File: config.mk
export PLATFORM = sky130hd
export DESIGN_NAME = alarm_scanner
export DESIGN_NICKNAME = d
export VERILOG_FILES = /design/src/rtl/alarm_scanner_pkg.sv /design/src/rtl/alarm_scanner_word_match.sv /design/src/rtl/alarm_scanner.sv
export SDC_FILE = /design/constraint.sdc
export NUM_CORES = 1
export LEC_CHECK = 0
export ABC_AREA = 1
export BUFFER_PORTS_ARGS = -buffer_cell sky130_fd_sc_hd__clkbuf_2
export CAP_MARGIN = 20
export CELL_PAD_IN_SITES_DETAIL_PLACEMENT = 1
export CELL_PAD_IN_SITES_GLOBAL_PLACEMENT = 1
export CORE_ASPECT_RATIO = 0.9
export CORE_UTILIZATION = 37
export CTS_BUF_LIST = sky130_fd_sc_hd__clkbuf_8
export DETAILED_ROUTE_END_ITERATION = 10
export PLACE_DENSITY_LB_ADDON = 0.1
export SYNTH_ARGS = -nofsm -noshare
export SYNTH_HDL_FRONTEND = slang
export SYNTH_SLANG_ARGS = --single-unit
File: constraint.sdc
create_clock -name i_clk -period 1.75 [get_ports i_clk]
set_input_delay 0.4375 -clock i_clk [delete_from_list [all_inputs] [get_ports i_clk]]
set_output_delay 0.4375 -clock i_clk [all_outputs]
set_load 0.01 [all_outputs]
File: src/rtl/alarm_scanner_pkg.sv
// -----------------------------------------------------------------------------
// alarm_scanner_pkg
// Shared definitions for the alarm register file and its scanner. It holds the
// alarm word field layout, the scanner state encoding and the default number
// of registers. The register-file write side uses the same field positions,
// so both ends agree on where armed/hour/minute live.
// -----------------------------------------------------------------------------
package alarm_scanner_pkg;

  // Alarm word layout: [12] armed, [11] spare (ignored), [10:6] hour, [5:0] minute
  localparam int unsigned WORD_W    = 13;
  localparam int unsigned ARMED_BIT = 12;
  localparam int unsigned SPARE_BIT = 11;
  localparam int unsigned HOUR_MSB  = 10;
  localparam int unsigned HOUR_LSB  = 6;
  localparam int unsigned MIN_MSB   = 5;
  localparam int unsigned MIN_LSB   = 0;
  localparam int unsigned HOUR_W    = HOUR_MSB - HOUR_LSB + 1;
  localparam int unsigned MIN_W     = MIN_MSB - MIN_LSB + 1;

  // Largest legal time-of-day field values
  localparam logic [4:0] MAX_HOUR = 5'd23;
  localparam logic [5:0] MAX_MIN  = 6'd59;

  // Register-file depth and counter width
  localparam int unsigned NUM_REGS_DEF = 7;
  localparam int unsigned CNT_W        = 4;
  localparam int unsigned CNT_MAX      = 15;

  typedef enum logic [1:0] {
    ST_IDLE   = 2'd0,
    ST_SCAN   = 2'd1,
    ST_RING   = 2'd2,
    ST_SNOOZE = 2'd3
  } scan_state_t;

  // True when an armed, in-range alarm word equals the current time
  function automatic logic word_hit(
    input logic [WORD_W-1:0] word,
    input logic [HOUR_W-1:0] cur_hour,
    input logic [MIN_W-1:0]  cur_min
  );
    logic [HOUR_W-1:0] w_hour;
    logic [MIN_W-1:0]  w_min;
    logic              w_in_range;
    w_hour     = word[HOUR_MSB:HOUR_LSB];
    w_min      = word[MIN_MSB:MIN_LSB];
    w_in_range = (w_hour <= MAX_HOUR) && (w_min <= MAX_MIN);
    return word[ARMED_BIT] && w_in_range &&
           (w_hour == cur_hour) && (w_min == cur_min);
  endfunction

endpackage

File: src/rtl/alarm_scanner_word_match.sv
// -----------------------------------------------------------------------------
// alarm_scanner_word_match
// Combinational check of one alarm word against the current time. Also usable
// by the display logic to highlight an alarm that is due right now.
// Ports:
//   i_word     [12:0] alarm word (armed / spare / hour / minute)
//   i_cur_hour [4:0]  current hour
//   i_cur_min  [5:0]  current minute
//   o_hit             armed, in range and equal to the current time
// -----------------------------------------------------------------------------
module alarm_scanner_word_match
  import alarm_scanner_pkg::*;
(
  input  logic [WORD_W-1:0] i_word,
  input  logic [HOUR_W-1:0] i_cur_hour,
  input  logic [MIN_W-1:0]  i_cur_min,
  output logic              o_hit
);

  // The spare bit carries no meaning for matching
  logic w_unused_spare;
  assign w_unused_spare = i_word[SPARE_BIT];

  assign o_hit = word_hit(i_word, i_cur_hour, i_cur_min);

endmodule

File: src/rtl/alarm_scanner.sv
// -----------------------------------------------------------------------------
// alarm_scanner
// On each minute tick, walks the alarm registers one per cycle through the
// read select, finds the lowest-index armed word matching the current time and
// raises the ring request. Handles Stop, Snooze (re-ring after SNOOZE_MIN
// ticks) and auto-stop after RING_TIMEOUT_MIN unattended ticks.
// Ports:
//   i_clk          system clock, rising edge
//   i_rst_n        asynchronous active-low clear
//   i_min_tick     one-cycle pulse per minute boundary
//   i_cur_hour     current hour (0..23)
//   i_cur_min      current minute (0..59)
//   i_rd_data      register word selected by o_rsel (same-cycle)
//   i_stop         one-cycle pulse: silence and cancel
//   i_snooze       one-cycle pulse: silence and re-ring later
//   o_rsel         read select into the register file
//   o_alarm        ring request
//   o_alarm_idx    register index that caused the ring
//   o_snoozing     high while snoozing
//   o_busy         high while scanning
// -----------------------------------------------------------------------------
module alarm_scanner
  import alarm_scanner_pkg::*;
#(
  parameter int unsigned NUM_REGS         = NUM_REGS_DEF,
  parameter int unsigned SNOOZE_MIN       = 9,
  parameter int unsigned RING_TIMEOUT_MIN = 5
) (
  input  logic              i_clk,
  input  logic              i_rst_n,
  input  logic              i_min_tick,
  input  logic [HOUR_W-1:0] i_cur_hour,
  input  logic [MIN_W-1:0]  i_cur_min,
  input  logic [WORD_W-1:0] i_rd_data,
  input  logic              i_stop,
  input  logic              i_snooze,
  output logic [2:0]        o_rsel,
  output logic              o_alarm,
  output logic [2:0]        o_alarm_idx,
  output logic              o_snoozing,
  output logic              o_busy
);

  // Elaboration-time parameter checks: counters are 4 bits, select is 3 bits
  generate
    if (SNOOZE_MIN < 1 || SNOOZE_MIN > CNT_MAX) begin : g_bad_snooze
      $error("alarm_scanner: SNOOZE_MIN must be in 1..15");
    end
    if (RING_TIMEOUT_MIN < 1 || RING_TIMEOUT_MIN > CNT_MAX) begin : g_bad_timeout
      $error("alarm_scanner: RING_TIMEOUT_MIN must be in 1..15");
    end
    if (NUM_REGS < 1 || NUM_REGS > 7) begin : g_bad_regs
      $error("alarm_scanner: NUM_REGS must be in 1..7");
    end
  endgenerate

  localparam logic [2:0]       LAST_IDX   = 3'(NUM_REGS - 1);
  localparam logic [CNT_W-1:0] SNOOZE_LD  = CNT_W'(SNOOZE_MIN);
  localparam logic [CNT_W-1:0] RING_LIMIT = CNT_W'(RING_TIMEOUT_MIN);

  scan_state_t      r_state;
  scan_state_t      w_state_nxt;
  logic [2:0]       r_rsel;
  logic [2:0]       w_rsel_nxt;
  logic             r_matched;
  logic             w_matched_nxt;
  logic [2:0]       r_alarm_idx;
  logic [2:0]       w_alarm_idx_nxt;
  logic [CNT_W-1:0] r_ring_cnt;
  logic [CNT_W-1:0] w_ring_cnt_nxt;
  logic [CNT_W-1:0] w_ring_cnt_inc;
  logic [CNT_W-1:0] r_snz_cnt;
  logic [CNT_W-1:0] w_snz_cnt_nxt;
  logic             r_alarm;
  logic             r_snoozing;
  logic             r_busy;
  logic             w_hit;

  alarm_scanner_word_match u_match (
    .i_word     (i_rd_data),
    .i_cur_hour (i_cur_hour),
    .i_cur_min  (i_cur_min),
    .o_hit      (w_hit)
  );

  assign w_ring_cnt_inc = r_ring_cnt + 4'd1;

  // State register and all datapath registers
  always_ff @(posedge i_clk or negedge i_rst_n) begin
    if (!i_rst_n) begin
      r_state     <= ST_IDLE;
      r_rsel      <= 3'd0;
      r_matched   <= 1'b0;
      r_alarm_idx <= 3'd0;
      r_ring_cnt  <= 4'd0;
      r_snz_cnt   <= 4'd0;
      r_alarm     <= 1'b0;
      r_snoozing  <= 1'b0;
      r_busy      <= 1'b0;
    end else begin
      r_state     <= w_state_nxt;
      r_rsel      <= w_rsel_nxt;
      r_matched   <= w_matched_nxt;
      r_alarm_idx <= w_alarm_idx_nxt;
      r_ring_cnt  <= w_ring_cnt_nxt;
      r_snz_cnt   <= w_snz_cnt_nxt;
      // Outputs follow the next state so they change on the same edge
      r_alarm     <= (w_state_nxt == ST_RING);
      r_snoozing  <= (w_state_nxt == ST_SNOOZE);
      r_busy      <= (w_state_nxt == ST_SCAN);
    end
  end

  // Next-state and datapath update logic
  always_comb begin
    w_state_nxt     = r_state;
    w_rsel_nxt      = r_rsel;
    w_matched_nxt   = r_matched;
    w_alarm_idx_nxt = r_alarm_idx;
    w_ring_cnt_nxt  = r_ring_cnt;
    w_snz_cnt_nxt   = r_snz_cnt;
    case (r_state)
      ST_IDLE: begin
        w_rsel_nxt = 3'd0;
        if (i_min_tick) begin
          w_state_nxt   = ST_SCAN;
          w_matched_nxt = 1'b0;
        end else begin
          w_state_nxt = ST_IDLE;
        end
      end
      ST_SCAN: begin
        // Only the first (lowest-index) hit is recorded
        if (w_hit && !r_matched) begin
          w_matched_nxt   = 1'b1;
          w_alarm_idx_nxt = r_rsel;
        end else begin
          w_matched_nxt = r_matched;
        end
        if (r_rsel == LAST_IDX) begin
          w_rsel_nxt = 3'd0;
          if (r_matched || w_hit) begin
            w_state_nxt    = ST_RING;
            w_ring_cnt_nxt = 4'd0;
          end else begin
            w_state_nxt = ST_IDLE;
          end
        end else begin
          w_rsel_nxt = r_rsel + 3'd1;
        end
      end
      ST_RING: begin
        // User action outranks the timeout tick
        if (i_stop) begin
          w_state_nxt    = ST_IDLE;
          w_ring_cnt_nxt = 4'd0;
        end else if (i_snooze) begin
          w_state_nxt    = ST_SNOOZE;
          w_ring_cnt_nxt = 4'd0;
          w_snz_cnt_nxt  = SNOOZE_LD;
        end else if (i_min_tick) begin
          if (w_ring_cnt_inc == RING_LIMIT) begin
            w_state_nxt    = ST_IDLE;
            w_ring_cnt_nxt = 4'd0;
          end else begin
            w_ring_cnt_nxt = w_ring_cnt_inc;
          end
        end else begin
          w_state_nxt = ST_RING;
        end
      end
      ST_SNOOZE: begin
        // Snooze pulses are ignored here; ticks count down to the re-ring
        if (i_stop) begin
          w_state_nxt   = ST_IDLE;
          w_snz_cnt_nxt = 4'd0;
        end else if (i_min_tick) begin
          if (r_snz_cnt <= 4'd1) begin
            w_state_nxt    = ST_RING;
            w_ring_cnt_nxt = 4'd0;
            w_snz_cnt_nxt  = 4'd0;
          end else begin
            w_snz_cnt_nxt = r_snz_cnt - 4'd1;
          end
        end else begin
          w_state_nxt = ST_SNOOZE;
        end
      end
      default: begin
        w_state_nxt = ST_IDLE;
        w_rsel_nxt  = 3'd0;
      end
    endcase
  end

  assign o_rsel      = r_rsel;
  assign o_alarm     = r_alarm;
  assign o_alarm_idx = r_alarm_idx;
  assign o_snoozing  = r_snoozing;
  assign o_busy      = r_busy;

endmodule

==> results of run 1 <==
==> how the worst max path moves through the flow <==
stage          cells past startpoint         start            end  slack, ns
2_1_floorplan                      9  r_snz_cnt[0]  r_ring_cnt[1]       0.42
6_report                           9  r_snz_cnt[1]  r_ring_cnt[3]       0.19
3_3_place_gp                      12  i_rd_data[3]  r_ring_cnt[0]       0.23
4_1_cts                            9  r_snz_cnt[1]  r_ring_cnt[3]       0.17
5_1_grt                            9  r_snz_cnt[0]  r_ring_cnt[1]       0.07
3_5_place_dp                      12  i_rd_data[3]  r_ring_cnt[3]       0.15
==> flip-flops by register name, indices dropped and copies added (netlist names) <==
register / flops
o_snoozing: 1
o_alarm_idx: 3
r_snz_cnt: 4
o_busy: 1
r_ring_cnt: 4
r_state: 2
o_rsel: 3
o_alarm: 1
r_matched: 1
==> cells by family (layout without fill, tap and decap cells) <==
kind of cell | after synthesis | after routing | synth area share [%]
simple gates | 98 | 98 | 31.8
buf+inv | 45 | 85 | 12.6
compound gates | 25 | 25 | 11.7
flops | 20 | 20 | 37.5
fa+ha+maj | 4 | 4 | 3.75
xor+xnor | 4 | 4 | 2.62
==> layer usage <==
metal	share of wire, %	vias up
li1	-	680
met1	45	612
met2	51	19
met3	2.9	5
met4	0.74	0
met5	0	-
==> layout by cell type, fill, tap and decap left out, drive strengths merged <==
| cell | instances |
|---|---|
| ha | 4 |
| inv | 45 |
| xnor2 | 1 |
| nand3 | 16 |
| o21ai | 12 |
| o22ai | 2 |
| nor3 | 1 |
| nor2 | 18 |
| nand3b | 1 |
| dfrtp | 20 |
| xor2 | 3 |
| a21oi | 9 |
| o211ai | 1 |
| o32ai | 1 |
| nand2 | 62 |
| clkbuf | 40 |
==> stage by stage <==
stage,total power (µW),hold slack (ns)
final,1420,0.132
after global routing,1520,0.169
after CTS,1440,0.143
after detailed placement,1080,0.429
after global placement,1050,0.425
after floorplan,904,0.142
==> final cells by class <==
class	instances	share of cell area (%)
flip-flops and latches	20	30.8
multi-input cells	131	41.0
inverters	45	10.4
clock buffers	4	3.38
well taps	44	3.38
repair buffers	36	11.1
==> where the power goes <==
part	internal, µW	switching (µW)
logic	173	292
clock network	200	153
registers	527	77.9
total	900	524
==> reports/qor.yml, run 1 <==
met3_usage_pct: 4.04
seq_area_um2: 500
fillCellCount: 479
grt_pass1_wl_um: 5780
final_cells: 280
gp_congestion: 0.773
synth_nets: 229
powerDensity_nw_per_um2: 875
grt_overflow: 0
numCtsBuffers: 3
synth-seq-cells: 20
seq_area_frac_synth_pct: 37.5
crit_buf_inv: 1
relSlewSlack_pct: 66.0
synth_ff_type: "dfrtp_1"
synth_top_area_share_pct: 37.5
die_h_um: 59.0
yosysMostFrequentCell: "nand2_1"
fin_crit_ns: 1.56
synthTopCellsByArea: "dfrtp_1 37%, nand2_1 16%, inv_1 11%"
grt_max_degree: 21
grt_setup_unrepaired: "no"
final-hold-violation-count: 0
reg2reg_depth: 9
clk_pin_slew_worst_paths_ns: 0.07
grt_util_met1_pct: 23.5
crit_path_start_kind: "register"
r2r-end: "r_ring_cnt[3]"
cap_violations: 0
worstPathRequired_ns: 1.90
drc: 0
skew_ns: 0.00105
insertion_delay_ns: 0.26
ant_nets: 0
firstDrtPassIters: 4
grt_use_total_pct: 19.8
n_antenna_cell: 0
reg2reg_from: "r_snz_cnt[1]"
cts.sinks: 20
top_level_ports: 38
final-setup-viol-count: 0
cts_hold_buffers: 0
fin_util_pct: 47.8
grt_pass1_vias: 1347
met2_usage_pct: 37.3
dieWidth_um: 65.3
post_drt_wl_per_cell_um: 12.0
post_cts_buffers: 0
fin_area_um2: 1630
dpl_cell_area_um2: 1570
crit_slowest_cell: "dfrtp_1"
synth_edf_count: 0
dr_total_vias: 1316
dp_slack_ns: 0.152
max_freq_mhz: 640
crit_path_end_kind: "register"
wl_um: 3360
dp_cells: 276
dp_hpwl_um: 2880
fin_nets: 270
start_util_pct: 39.3
synthToLayoutAreaGrowth_pct: 21.7
slew_violations: 0
synth_area_um2: 1340
period_share_pct: 89.3
worst_slack_ns: 0.186
drt-initial-drc-count: 38
cts_root_buf: "clkbuf_8"
dieArea_um2: 3860
cp.arrival_ns: 1.72
portBuffers: 36
rows: 20
worst_slew_pin_slew_ns: 0.510
synth_cell_type_count: 24
layout-drive-gt1-share_pct: 25.0
cts.path.max_buffers: 2
p_leak_uw: 0.000981
max_stage_delay_ns: 0.40
busiest_layer: "met2"
ys_warn_count: 0
htreeDepth: 1
core_area_um2: 3400
routed_via_density: 4.70
cts_resized: 0
grt_antenna_before_repair: 0
ys_top_cells_by_count: "57 x nand2_1, 40 x inv_1, 20 x dfrtp_1"
fin_tns_setup_ns: 0
synthArstFlopShare_pct: 100
status: "finished clean"
path_delay_family: "simple AND/OR/NAND/NOR gates"
crit_type: "register to register"
multi_input_area_um2: 667
synth.avg_cell_area_um2: 6.82
cp_max_fo: 5
ff2ff_setup_slack_ns: 0.19
path_cells: "inv_1 > ha_1 > nand2_1 > nand2_1 > nand3_1 > a21oi_4 > nand2_2 > nand2_1 > nand2_1"
crit_top_cell: "nand2_1"
ir_drop_mv: 0.460
min_path_type: "primary input to async pin"
synthCells: 196
synth_area_leader_cell: "dfrtp_1"
tritoncts: "built"
Power figures use the tool's default switching activity.
==> run 2: changes to the inputs <==
CORE_MARGIN = 3   (was default)
CORE_UTILIZATION = 35   (was 37)
==> reports/qor.yml, run 2 (synthesized netlist as in run 1, its figures left out) <==
status: "finished clean"
layout-drive-gt1-share_pct: 25.0
die_h_um: 64.6
wl_um: 3400
fin_area_um2: 1630
path_delay_family: "simple AND/OR/NAND/NOR gates"
cts_hold_buffers: 0
max_freq_mhz: 656
crit_path_start_kind: "register"
cp_max_fo: 5
crit_top_cell: "nand2_1"
start_util_pct: 37.9
clk_pin_slew_worst_paths_ns: 0.07
wl_met2_um: 1670
grt_setup_unrepaired: "no"
dieArea_um2: 4600
fillCellCount: 475
slew_violations: 0
crit_path_end_kind: "register"
drc: 0
p_comb_share_pct: 32.9
ant_nets: 0
grt_overflow: 0
firstDrtPassIters: 3
routed_via_density: 4.68
portBuffers: 36
switching_share_pct: 36.6
relSlewSlack_pct: 65.5
p_leak_uw: 0.000981
crit_type: "register to register"
synthToLayoutAreaGrowth_pct: 21.7
final-setup-viol-count: 0
core_area_um2: 3530
cts_root_buf: "clkbuf_8"
dp_hpwl_um: 2910
crit_slowest_cell: "dfrtp_1"
route.met3.wl_um: 124
rows: 20
ir_drop_mv: 0.697
fin_tns_setup_ns: 0
n_antenna_cell: 0
gp_congestion: 0.771
p_seq_share_pct: 42.3
cap_violations: 0
max_stage_delay_ns: 0.42
layout_common_cells: "57 x nand2_1, 40 x inv_1, 36 x clkbuf_2, 20 x dfrtp_1, 15 x nand3_1"
dieWidth_um: 71.1
fin_util_pct: 46.1
powerDensity_nw_per_um2: 873
worst_slack_ns: 0.224
crit_buf_inv: 1
dr_total_vias: 1311
worstPathRequired_ns: 1.91
cts_resized: 0
grt_pass1_wl_um: 5990
final-hold-violation-count: 0
skew_ns: 0.00202
insertion_delay_ns: 0.26
cts.sinks: 20
whs_ns: 0.137
worst_slew_pin_slew_ns: 0.517
period_share_pct: 87.2
netSwitchingPower_uw: 520
numCtsBuffers: 3
min_path_type: "primary input to async pin"
htreeDepth: 1
layout_commonest_cell: "nand2_1"
routedLengthMet1_um: 1580
cp.arrival_ns: 1.68
fin_crit_ns: 1.53
post_cts_buffers: 0
path_cells: "inv_1 > ha_1 > nand2_1 > nand2_1 > nand3_1 > a21oi_4 > nand2_2 > nand2_1 > nand2_1"
multi_input_area_um2: 667
dp_slack_ns: 0.148
top_level_ports: 38
power_frac_clock_pct: 24.8
fin_nets: 270
cellInternalPower_uw: 900
grt_pass1_vias: 1408
dpl_cell_area_um2: 1570
cts.path.max_buffers: 2
highest_layer: "met4"
grt_use_total_pct: 16.0
grt_antenna_before_repair: 0
grt_max_degree: 21
tritoncts: "built"
seq_area_um2: 500
reg_top3: "r_ring_cnt: 4 flops, r_snz_cnt: 4 flops"
drt-initial-drc-count: 44
post_drt_wl_per_cell_um: 12.1
-- run 2: stage by stage --
step,cells,power (µW)
floorplan,196,904
global placement,276,1060
detailed placement,276,1080
CTS,280,1450
global route,280,1540
finish,280,1420
-- run 2: power groups by stage --
stage / clock (µW) / sequential (µW) / combinational (µW)
after floorplan: 0 / 618 / 286
after global placement: 0 / 603 / 454
after detailed placement: 0 / 607 / 476
after CTS: 372 / 600 / 479
after global routing: 398 / 609 / 533
final: 352 / 601 / 468
-- run 2: worst reg2reg max path, stage by stage, from the launching register on --
cell and delay, ns:
dfrtp_1 0.42, inv_1 0.07, ha_1 0.19, nand2_1 0.08, nand2_1 0.09, nand3_1 0.11
a21oi_4 0.22, nand2_2 0.11, nand2_1 0.07, nand2_1 0.05
-- run 2: worst paths after layout --
kind / start / to / slack, ns / cells after the start
max: r_snz_cnt[0] / r_ring_cnt[0] / 0.22 / 9
min: i_rst_n / r_ring_cnt[2] / 0.14 / 1
max reg2reg: r_snz_cnt[0] / r_ring_cnt[0] / 0.22 / 9
min reg2reg: o_alarm_idx[1] / o_alarm_idx[1] / 0.52 / 2
max in group asynchronous: i_rst_n / o_alarm_idx[1] / 1.27 / 1
min in group i_clk: o_alarm_idx[1] / o_alarm_idx[1] / 0.52 / 2
-- run 2: cell type report --
class,count,area share (%)
repair buffers,36,11.1
inverters,45,10.4
multi-input cells,131,41.0
flip-flops and latches,20,30.8
clock buffers,4,3.38
well taps,44,3.38
-- run 2: metal layers --
metal | vias to the layer above | GRT usage, %
met1 | 605 | 19.8
li1 | 680 | -
met2 | 21 | 28.8
met4 | 0 | 2.11
met5 | - | 0
met3 | 5 | 3.88
==> run 3: changes to the inputs <==
SYNTH_HIERARCHICAL = 1   (was default)
==> reports/qor.yml, run 3 <==
status: "finished clean"
die_h_um: 65.7
ir_drop_mv: 0.326
dp_slack_ns: 0.0370
powerDensity_nw_per_um2: 770
cp_max_fo: 5
synth_top_area_share_pct: 36.1
layout_commonest_cell: "nand2_1"
final-setup-viol-count: 0
cts.sinks: 20
synth_area_um2: 1390
insertion_delay_ns: 0.26
grt_antenna_before_repair: 0
routed_via_density: 4.59
switching_share_pct: 34.0
wl_um: 3390
cp.arrival_ns: 1.74
slew_violations: 0
power_frac_clock_pct: 28.3
core_area_um2: 3760
start_util_pct: 36.9
dp_hpwl_um: 2810
seq_area_frac_synth_pct: 36.1
layout_common_cells: "73 x nand2_1, 44 x inv_1, 36 x clkbuf_2, 20 x nor2_1, 20 x dfrtp_1"
synth_ff_type: "dfrtp_1"
dr_total_vias: 1400
drt-initial-drc-count: 31
fin_tns_setup_ns: 0
synthToLayoutAreaGrowth_pct: 21.6
cap_violations: 0
rows: 21
post_drt_wl_per_cell_um: 11.1
portBuffers: 36
worst_slew_pin_slew_ns: 0.520
htreeDepth: 1
cts_root_buf: "clkbuf_8"
grt_pass1_vias: 1418
n_antenna_cell: 0
synthTopCellsByArea: "dfrtp_1 36%, nand2_1 20%, inv_1 12%"
crit_path_start_kind: "register"
cellInternalPower_uw: 858
synth.avg_cell_area_um2: 6.37
tritoncts: "built"
ys_warn_count: 6
p_comb_share_pct: 27.4
ys_top_cells_by_count: "73 x nand2_1, 44 x inv_1, 20 x dfrtp_1, 20 x nor2_1, 13 x nand3_1"
min_path_type: "primary input to async pin"
p_seq_share_pct: 44.4
cts_resized: 0
layout-drive-gt1-share_pct: 20.1
grt_overflow: 0
crit_path_end_kind: "register"
dieArea_um2: 4760
top_level_ports: 38
grt_use_total_pct: 15.7
gp_congestion: 0.815
fin_nets: 293
cts.path.max_buffers: 2
synth_edf_count: 0
firstDrtPassIters: 3
crit_type: "register to register"
synth-seq-cells: 20
cts_hold_buffers: 0
synthCells: 218
yosysMostFrequentCell: "nand2_1"
synth_nets: 251
reg_top3: "r_ring_cnt: 4 flops, r_snz_cnt: 4 flops"
grt_pass1_wl_um: 5920
final-hold-violation-count: 0
synth_cell_type_count: 21
dieWidth_um: 72.4
skew_ns: 0.00237
period_share_pct: 90.0
numCtsBuffers: 3
relSlewSlack_pct: 65.3
synthArstFlopShare_pct: 100
clk_pin_slew_worst_paths_ns: 0.08
fin_crit_ns: 1.57
synth_area_leader_cell: "dfrtp_1"
p_leak_uw: 0.000997
drc: 0
max_freq_mhz: 635
worstPathRequired_ns: 1.91
grt_max_degree: 21
worst_slack_ns: 0.176
post_cts_buffers: 0
ant_nets: 0
grt_setup_unrepaired: "no"
netSwitchingPower_uw: 442
-- run 3: changes by cell type after synthesis, moves of 3 or more --
cell | before | now
nand2_2 | 5 | 0
a21oi_1 | 7 | 4
nand2_1 | 57 | 73
nor2_1 | 14 | 20
inv_1 | 40 | 44
o21ai_0 | 6 | 12
-- run 3: worst max-delay path, stage by stage, from the launching register on --
cell and delay [ns]:
dfrtp_1 0.40, inv_1 0.11, ha_1 0.16, inv_1 0.06
nand2_1 0.09, nand2_1 0.06, nand2_1 0.16, nand2_1 0.06
nand3b_1 0.23, nand2_1 0.10, nand2_1 0.05
-- run 3: final timing paths --
path | startpoint | to | slack (ns) | cells past startpoint
max | r_snz_cnt[0] | r_ring_cnt[1] | 0.18 | 10
min | i_rst_n | o_alarm_idx[1] | 0.13 | 1
max reg2reg | r_snz_cnt[0] | r_ring_cnt[1] | 0.18 | 10
min reg2reg | o_alarm_idx[0] | o_alarm_idx[0] | 0.49 | 2
max in group asynchronous | i_rst_n | r_state[0] | 1.27 | 1
min in group i_clk | o_alarm_idx[0] | o_alarm_idx[0] | 0.49 | 2
-- run 3: power by group through the flow --
stage               registers [µW]  logic [µW]  clock network, µW
floorplan                      595         205                  0
global placement               586         354                  0
detailed placement             587         361                  0
CTS                            579         364                381
global route                   589         410                396
finish                         577         356                368
-- run 3: kinds of logic after synthesis --
logic type	Yosys count	share of synthesized area [%]
flip-flops	20	36.1
adder cells (fa/ha/maj)	4	3.61
AO/OA/AOI/OAI	23	9.02
buffers and inverters	48	13.0
XOR/XNOR	3	1.89
AND/OR/NAND/NOR	120	36.4
-- run 3: area by class of cell --
type	count	area (µm²)
clock buffer	4	55.1
tap	46	57.6
inverter	48	180
sequential	20	500
fill	529	2070
timing repair buffer	37	188
multi-input combinational	150	707
-- run 3: per-stage QoR --
stage / cells / cell area [µm²] / util (%) / power, µW / hold slack (ns)
after global placement: 301 / 1630 / 43.5 / 940 / 0.438
after detailed placement: 301 / 1630 / 43.5 / 948 / 0.440
final: 305 / 1690 / 44.9 / 1300 / 0.127
after global routing: 305 / 1690 / 44.9 / 1400 / 0.163
after CTS: 305 / 1690 / 44.9 / 1320 / 0.145
after floorplan: 218 / 1390 / - / 800 / 0.142
-- run 3: layer usage --
layer / track usage, % / vias to the layer above / routed length [µm]
met1: 20.1 / 627 / 1670
met3: 3.21 / 5 / 126
met5: 0 / - / 0
li1: - / 744 / -
met4: 4.15 / 0 / 37
met2: 26.9 / 24 / 1560
